### src/rtl/irq_ctrl_if.sv
// CPU-side register bus of the interrupt controller: write data, register select,
// qualified write strobe and registered read data.
interface irq_ctrl_if;
    logic [7:0] dbr;
    logic [7:0] dbw;
    logic [2:0] addr;
    logic       we;

    modport master (input dbr, output dbw, output addr, output we);
    modport slave  (output dbr, input dbw, input addr, input we);
endinterface

### src/rtl/irq_ctrl.sv
// Memory-mapped interrupt controller: up to 8 sources with per-source mask, edge/level
// mode, polarity, pending latches (W1C ack, W1S software set), a priority vector and a
// registered IRQ output.
module irq_ctrl #(
    parameter int unsigned NSRC = 8,
    parameter bit          SYNC = 1'b1
) (
    input  logic            clk,
    input  logic            rst,
    irq_ctrl_if.slave       bus,
    input  logic [NSRC-1:0] src,
    output logic            irq
);

    // One bit per implemented source; applied to every register write and source sample.
    localparam logic [7:0] SrcMask = 8'((16'd1 << NSRC) - 16'd1);

    localparam logic [2:0] AddrPending  = 3'd0;
    localparam logic [2:0] AddrEnable   = 3'd1;
    localparam logic [2:0] AddrAck      = 3'd2;
    localparam logic [2:0] AddrMode     = 3'd3;
    localparam logic [2:0] AddrPolarity = 3'd4;
    localparam logic [2:0] AddrVector   = 3'd5;
    localparam logic [2:0] AddrCtrl     = 3'd6;
    localparam logic [2:0] AddrSwset    = 3'd7;

    logic [NSRC-1:0] s;
    logic [7:0]      s_ext;
    logic [7:0]      prev_q;
    logic [7:0]      pending_q, pending_d;
    logic [7:0]      enable_q, enable_d;
    logic [7:0]      mode_q, mode_d;
    logic [7:0]      pol_q, pol_d;
    logic            gie_q, gie_d;
    logic [7:0]      dbr_q;
    logic            irq_q;
    logic [7:0]      active;
    logic [7:0]      edge_det;
    logic [7:0]      set_bits;
    logic [7:0]      clr_bits;
    logic [7:0]      pend_en;
    logic [7:0]      vector;
    logic [7:0]      rd_data;

    if (SYNC) begin : g_sync
        logic [NSRC-1:0] meta_q;
        logic [NSRC-1:0] sync_q;

        // Two-flop synchronizer per source line.
        always_ff @(posedge clk or posedge rst) begin
            if (rst) begin
                meta_q <= '0;
                sync_q <= '0;
            end else begin
                meta_q <= src;
                sync_q <= meta_q;
            end
        end

        assign s = sync_q;
    end else begin : g_nosync
        assign s = src;
    end

    // Zero-extend the source vector to the 8-bit register width.
    always_comb begin
        s_ext = '0;
        s_ext[NSRC-1:0] = s;
    end

    // Source conditioning, pending set/clear and register write decode.
    always_comb begin
        // Current polarity applied to both samples so a polarity write alone makes no edge.
        active   = (s_ext ^ pol_q) & SrcMask;
        edge_det = active & ~(prev_q ^ pol_q);

        set_bits = (mode_q & edge_det) | (~mode_q & active);
        clr_bits = '0;
        if (bus.we && bus.addr == AddrSwset) begin
            set_bits = set_bits | bus.dbw;
        end
        if (bus.we && bus.addr == AddrAck) begin
            clr_bits = bus.dbw;
        end
        set_bits = set_bits & SrcMask;

        // Set wins over a simultaneous clear.
        pending_d = (pending_q & ~clr_bits) | set_bits;

        enable_d = enable_q;
        mode_d   = mode_q;
        pol_d    = pol_q;
        gie_d    = gie_q;
        if (bus.we) begin
            unique case (bus.addr)
                AddrEnable:   enable_d = bus.dbw & SrcMask;
                AddrMode:     mode_d   = bus.dbw & SrcMask;
                AddrPolarity: pol_d    = bus.dbw & SrcMask;
                AddrCtrl:     gie_d    = bus.dbw[0];
                default:      ;
            endcase
        end
    end

    // Priority vector: lowest enabled pending bit wins, 0x80 when none.
    always_comb begin
        pend_en = pending_q & enable_q;
        vector  = 8'h80;
        for (int i = 7; i >= 0; i--) begin
            if (pend_en[i]) begin
                vector = {4'b0000, 3'(i), 1'b0};
            end
        end
    end

    // Read mux on pre-update state; registered into dbr below.
    always_comb begin
        rd_data = '0;
        unique case (bus.addr)
            AddrPending:  rd_data = pending_q;
            AddrEnable:   rd_data = enable_q;
            AddrAck:      rd_data = '0;
            AddrMode:     rd_data = mode_q;
            AddrPolarity: rd_data = pol_q;
            AddrVector:   rd_data = vector;
            AddrCtrl:     rd_data = {7'b0, gie_q};
            AddrSwset:    rd_data = '0;
            default:      rd_data = '0;
        endcase
    end

    // State registers, registered read data and registered IRQ.
    always_ff @(posedge clk or posedge rst) begin
        if (rst) begin
            prev_q    <= '0;
            pending_q <= '0;
            enable_q  <= '0;
            mode_q    <= SrcMask;
            pol_q     <= '0;
            gie_q     <= 1'b0;
            dbr_q     <= '0;
            irq_q     <= 1'b0;
        end else begin
            prev_q    <= s_ext;
            pending_q <= pending_d;
            enable_q  <= enable_d;
            mode_q    <= mode_d;
            pol_q     <= pol_d;
            gie_q     <= gie_d;
            dbr_q     <= rd_data;
            irq_q     <= gie_q & (|pend_en);
        end
    end

    assign bus.dbr = dbr_q;
    assign irq     = irq_q;

endmodule

### src/flat_wrapper.sv
// flat-port wrapper written by rule: the top's interface ports become plain ports
module irq_ctrl_flat 
#(
    parameter int unsigned NSRC = 8,
    parameter bit          SYNC = 1'b1
)
  (clk, rst, src, irq, bus_dbr, bus_dbw, bus_addr, bus_we);
  irq_ctrl_if bus_i ();
  input  logic clk;
  input  logic rst;
  input  logic [NSRC-1:0] src;
  output logic irq;
  output wire logic [$bits(bus_i.dbr)-1:0] bus_dbr;
  input wire logic [$bits(bus_i.dbw)-1:0] bus_dbw;
  input wire logic [$bits(bus_i.addr)-1:0] bus_addr;
  input wire logic [$bits(bus_i.we)-1:0] bus_we;
  assign bus_dbr = bus_i.dbr;
  assign bus_i.dbw = bus_dbw;
  assign bus_i.addr = bus_addr;
  assign bus_i.we = bus_we;
  irq_ctrl #(.NSRC(NSRC), .SYNC(SYNC)) u_core (.clk(clk), .rst(rst), .bus(bus_i), .src(src), .irq(irq));
endmodule
### config.mk
export PLATFORM = sky130hd
export DESIGN_NAME = irq_ctrl_flat
export DESIGN_NICKNAME = d
export VERILOG_FILES = /design/src/rtl/irq_ctrl_if.sv /design/src/rtl/irq_ctrl.sv /design/src/flat_wrapper.sv
export SDC_FILE = /design/constraint.sdc
export NUM_CORES = 1
export LEC_CHECK = 0
export CORE_MARGIN = 1.5
export CORE_UTILIZATION = 59
export DETAILED_ROUTE_END_ITERATION = 8
export PLACE_DENSITY = 0.83
export SLEW_MARGIN = 5
export SYNTH_ARGS = -nofsm -noshare
export SYNTH_HDL_FRONTEND = slang
export SYNTH_SLANG_ARGS = --single-unit
### constraint.sdc
create_clock -name clk -period 3.2 [get_ports clk]
set_input_delay 0.64 -clock clk [delete_from_list [all_inputs] [get_ports clk]]
set_output_delay 0.64 -clock clk [all_outputs]
set_load 0.02 [all_outputs]
[Yosys cells after proc, flatten, opt, wreduce, memory -nomap -nowiden]
Index checks and enable logic that the tools add are counted.
Cells by class
  equal/unequal tests: 7
  multiplexer cells: 11
  bitwise gates (word level): 14
  reduce and logical (&&, ||, !) cells: 9
Operators with widths (number)
  $mux W8: 10
  $pmux W8 S7: 1
  $and A8 B8 Y8: 5
  $not A8 Y8: 3
  $or A8 B8 Y8: 3
  $xor A8 B8 Y8: 2
  $eq A3 B3 Y1 const B: 4
  $reduce_and A2 Y1: 4
  $reduce_or A8 Y1: 1
  $eq A3 B2 Y1 const B: 2
  $eq A3 B1 Y1 const B: 1
  $logic_not A3 Y1: 1
  $logic_and A1 B1 Y1: 2
  $reduce_or A2 Y1: 1
  $and A1 B1 Y1: 1
Word-level totals
  register bits: 66
  bits of input ports: 22
  logic and storage cells: 51

[Logic depth before layout (Yosys ltp)]
  word-level depth: 10
  depth in mapped cells: 7

[Worst setup path before layout]
OpenSTA, ideal clock, no wires.
  kind: input port to flip-flop
  start: in bus_addr[0]
  end: reg u_core.dbr_q[1], in the netlist u_core.bus.dbr[1]
  arrival time: 1793 ps
  required time: 3135 ps
  setup slack: 1342 ps
  cell stages on the path: 6
  path buffers: 1
  path through: buf_6 inv_2 or4_4 a221o_1 o311ai_1 o21a_1
On the way
  cells in the longest elaborated chain, start to end: 3
  elaborated cells between the ends (all ways): 10
  classes of those cells: eq/ne (7); mux (1); reduce/logical (2)
RTL lines
  start, declared: line flat_wrapper.sv:15  | input wire logic [$bits(bus_i.addr)-1:0] bus_addr;
  $eq A3 B2 Y1 / $eq A3 B3 Y1 (equally long branches): line irq_ctrl.sv:119  | unique case (bus.addr)
  $reduce_or A2 Y1 (no line)
  $pmux W8 S7 (*): line irq_ctrl.sv:119
  via u_core.rd_data[1]: line irq_ctrl.sv:43  | logic [7:0] rd_data;
  end signal, assigned: line irq_ctrl.sv:150  | dbr_q <= rd_data;
  end, declared: line irq_ctrl.sv:35  | logic [7:0] dbr_q;
The timed path passes the listed nets; every way through them passes the cells marked *.
A chain may end at the register's enable or synchronous reset.

[Final worst setup path]
Ends and elaborated chain as after synthesis.

==> impl_results.md <==
- Die height: 71.5 um
- Capturing point of the worst reg2reg path: u_core.bus.dbr[1]$_DFF_PP0_
- Floorplan Core Area: 0.00444 mm^2
- Via count of the first global-routing pass: 2028
- Number of H-tree branching levels: 3
- Io pins: 31
- Synthesized netlist cell count: 240
- Final number of hold-violating endpoints: 0
- Yosys reg bits: 66
- Port Buffer Count: 30
- Setup TNS: 0 ns
- Setup ws final: 0.815 ns
- Area of the multi-input gates: 0.00104 mm^2
- Element type at the critical path end: flop
- Number of violations of the max-capacitance limit: 0
- CP arrival: 2.67 ns
- Die Area: 0.00511 mm^2
- Placer congestion estimate: 0.954
- Area growth from synthesis to final layout: 21.0%
- Utilization of the core after routing: 75.4%
- Clock Pin Slew Worst Setup and Hold Paths: 0.07 ns
- Number of enable flip-flop cells after synthesis: 0
- R2R cell count: 5
- Status: complete, but fails checks
- Post-route ant nets: 0
- Vias per cell: 5.98
- Placement Cell Area: 0.00314 mm^2
- Endpoints failing setup: 0
- Number of antenna violations at the first check in global routing: 0
- Source of the worst register-to-register timing path: u_core.pending_q[0]$_DFF_PP0_
- Final Instance Area: 0.00335 mm^2
- Power per unit of standard cell area: 628 mW/mm^2
- DRC violation count after routing: 1
- Sequential cell area fraction in the yosys report: 60.0%
- Post-CTS Setup Inserts: 0
- Number of cells on the critical path: 6
- Post-detailed-routing wire length: 5670 um
- Count of yosys warnings during synthesis: 0
- # placed instances: 319
- Flip-flop cell with the highest count after synthesis: dfrtp_1
- Leak: 1.37 nW
- Max rail drop VDD: 435 uV
- Wire length of the first global-routing pass: 9670 um
- Count of buffer and inverter cells on the critical path: 2
- Share of final-layout standard cells stronger than drive strength 1: 19.8%
- Filler Cells Inserted: 326
- End of the worst hold path: u_core.g_sync.sync_q[0]$_DFF_PP0_
- Residual overflow from global routing: 0
- Commonest non-fill, non-tap cell in the layout: dfrtp_1
- Critical Setup Path Class: in -> reg
- Worst-Margin Slew: 0.661 ns
- Fin crit period: 2.39 ns
- Critical path startpoint category: input pin
- Worst-case clock buffer depth: 2
- Biggest fanout along the worst timing path: 20
- Count of vias placed by the detailed router: 2003
- Fraction of registers with async set or reset after synthesis: 100%
- Later-pin clock latency in the skew report: 0.34 ns
- Pre-antenna DRT Iters: 7
- Commonest cells after routing, fill and taps aside: dfrtp_1, a21oi_1, clkdlybuf4s50_1
- Number of buffers added by the clock tree synthesis step: 9
- Largest net degree at the start of global routing: 36
- Violations in the final reports: DRC
- Hold path start: u_core.g_sync.meta_q[0]$_DFF_PP0_
- Kind of cell adding the most delay to the critical path: buffers and inverters
- Nets: 300
- RSZ-0062 raised after global routing: no
- Relative slew slack: 55.9%
- Total half-perimeter wirelength after legalization and detailed placement: 3880 um
- Clock sink total: 66
- Worst hold-check slack: 0.351 ns
- Syn_nets: 262
- CTS tree: built
- Std cell rows: 24
- Per-cell routed wire length: 16.9 um
- Maximum achievable frequency: 419 MHz
- List of cells traversed by the critical path: clkdlybuf4s50_1, inv_2, or4_4, a221o_1, o311ai_1, o21a_1
- Overall die width: 71.5 um
- Global-route usage over all layers: 25.7%
- Final cell count without fillers: 335
- Average footprint of a synthesized cell: 11.5 um^2
- Post-cts resize count: 0
- Placement Setup Slack: 0.483 ns
- Peak per-stage delay on the critical path: 0.67 ns
- Final critical-path share of the clock period: 74.5%
- DRT iter0 DRCs: 175
- Total area of sequential cells: 0.00166 mm^2
- Final-report max-slew violation count: 0
- Reg-to-reg setup timing slack: 1.58 ns
- Slowest stage cell, crit path: clkdlybuf4s50_1
- Number of different library cells in the post-synthesis netlist: 36
- Endpoint required time on the critical path: 3.48 ns
- Clock tree root driver cell: clkbuf_8
- Min-delay worst type: reg -> reg
- Worst Hold Path Cells: 0
- Final antenna diode count: 0
- Starting utilization of the core area: 62.3%
- Clock Skew: 0.00587 ns
- Post-Synthesis Cell Area: 0.00277 mm^2
- Final Power: 2.11 mW
- Post-cts hold buffer count: 0
## routing by layer
layer	global-route usage, %	vias up	part of all wire [%]
met3	8.86	11	6.4
li1	-	933	-
met4	12.2	0	1.9
met2	39.0	83	47
met1	33.3	976	45
met5	0	-	0
## flip-flops by register name, summed over array words and instances, names as in the netlist
register and cells:
u_core.bus.dbr 8, u_core.enable_q 8, u_core.g_sync.meta_q 8, u_core.g_sync.sync_q 8
u_core.mode_q 8, u_core.pending_q 8, u_core.pol_q 8, u_core.prev_q 8
u_core.gie_q 1, u_core.irq 1
## layout make-up
type                    instances  area share [%]
clock buffers                  12            4.63
clock inverters                 4            1.49
inverters                       8           0.897
multi-input cells             158            31.0
flip-flops and latches         66            49.6
well taps                      52            1.94
repair buffers                 35            10.5
## how the worst max path moves through the flow
stage / start / to / slack (ns)
floorplan: rst / u_core.bus.dbr[0]$_DFF_PP0_ / 0.92
global placement: bus_addr[0] / u_core.bus.dbr[1]$_DFF_PP0_ / 0.56
detailed placement: bus_addr[0] / u_core.bus.dbr[1]$_DFF_PP0_ / 0.48
CTS: bus_addr[0] / u_core.bus.dbr[1]$_DFF_PP0_ / 0.86
global route: bus_addr[0] / u_core.bus.dbr[1]$_DFF_PP0_ / 0.71
finish: bus_addr[0] / u_core.bus.dbr[1]$_DFF_PP0_ / 0.81
## synth_stat cells, types with 2 or more instances
| cell type | n | area share [%] |
|---|---|---|
| dfrtp_1 | 58 | 52 |
| a21oi_1 | 30 | 5.4 |
| o21ai_0 | 28 | 5.1 |
| mux2_2 | 23 | 9.4 |
| nand2_1 | 21 | 2.8 |
| xnor2_1 | 10 | 3.2 |
| dfstp_2 | 8 | 7.6 |
| nand3_1 | 7 | 1.3 |
| inv_1 | 6 | 0.81 |
| clkbuf_1 | 5 | 0.68 |
| nor2_1 | 5 | 0.68 |
| xor2_1 | 4 | 1.3 |
| a22oi_1 | 3 | 0.81 |
| nor2b_1 | 3 | 0.68 |
| nor3_1 | 3 | 0.54 |
| a21boi_0 | 2 | 0.54 |
| a221o_1 | 2 | 0.72 |
| and2_1 | 2 | 0.45 |
| buf_2 | 2 | 0.36 |
| nand4_1 | 2 | 0.45 |
## where the power goes
group	switching, mW	internal, mW
Combinational	0.170	0.185
Clock	0.302	0.401
Sequential	0.0885	0.958
Total	0.561	1.54
## cell families after synthesis
kind of cell    Yosys count  synth area share, %
buf+inv                  16                 2.53
compound gates           74                 15.4
xor+xnor                 14                 4.43
mux                      24                 9.72
simple gates             46                 7.91
flops                    66                 60.0
Power figures use the tool's default switching activity.
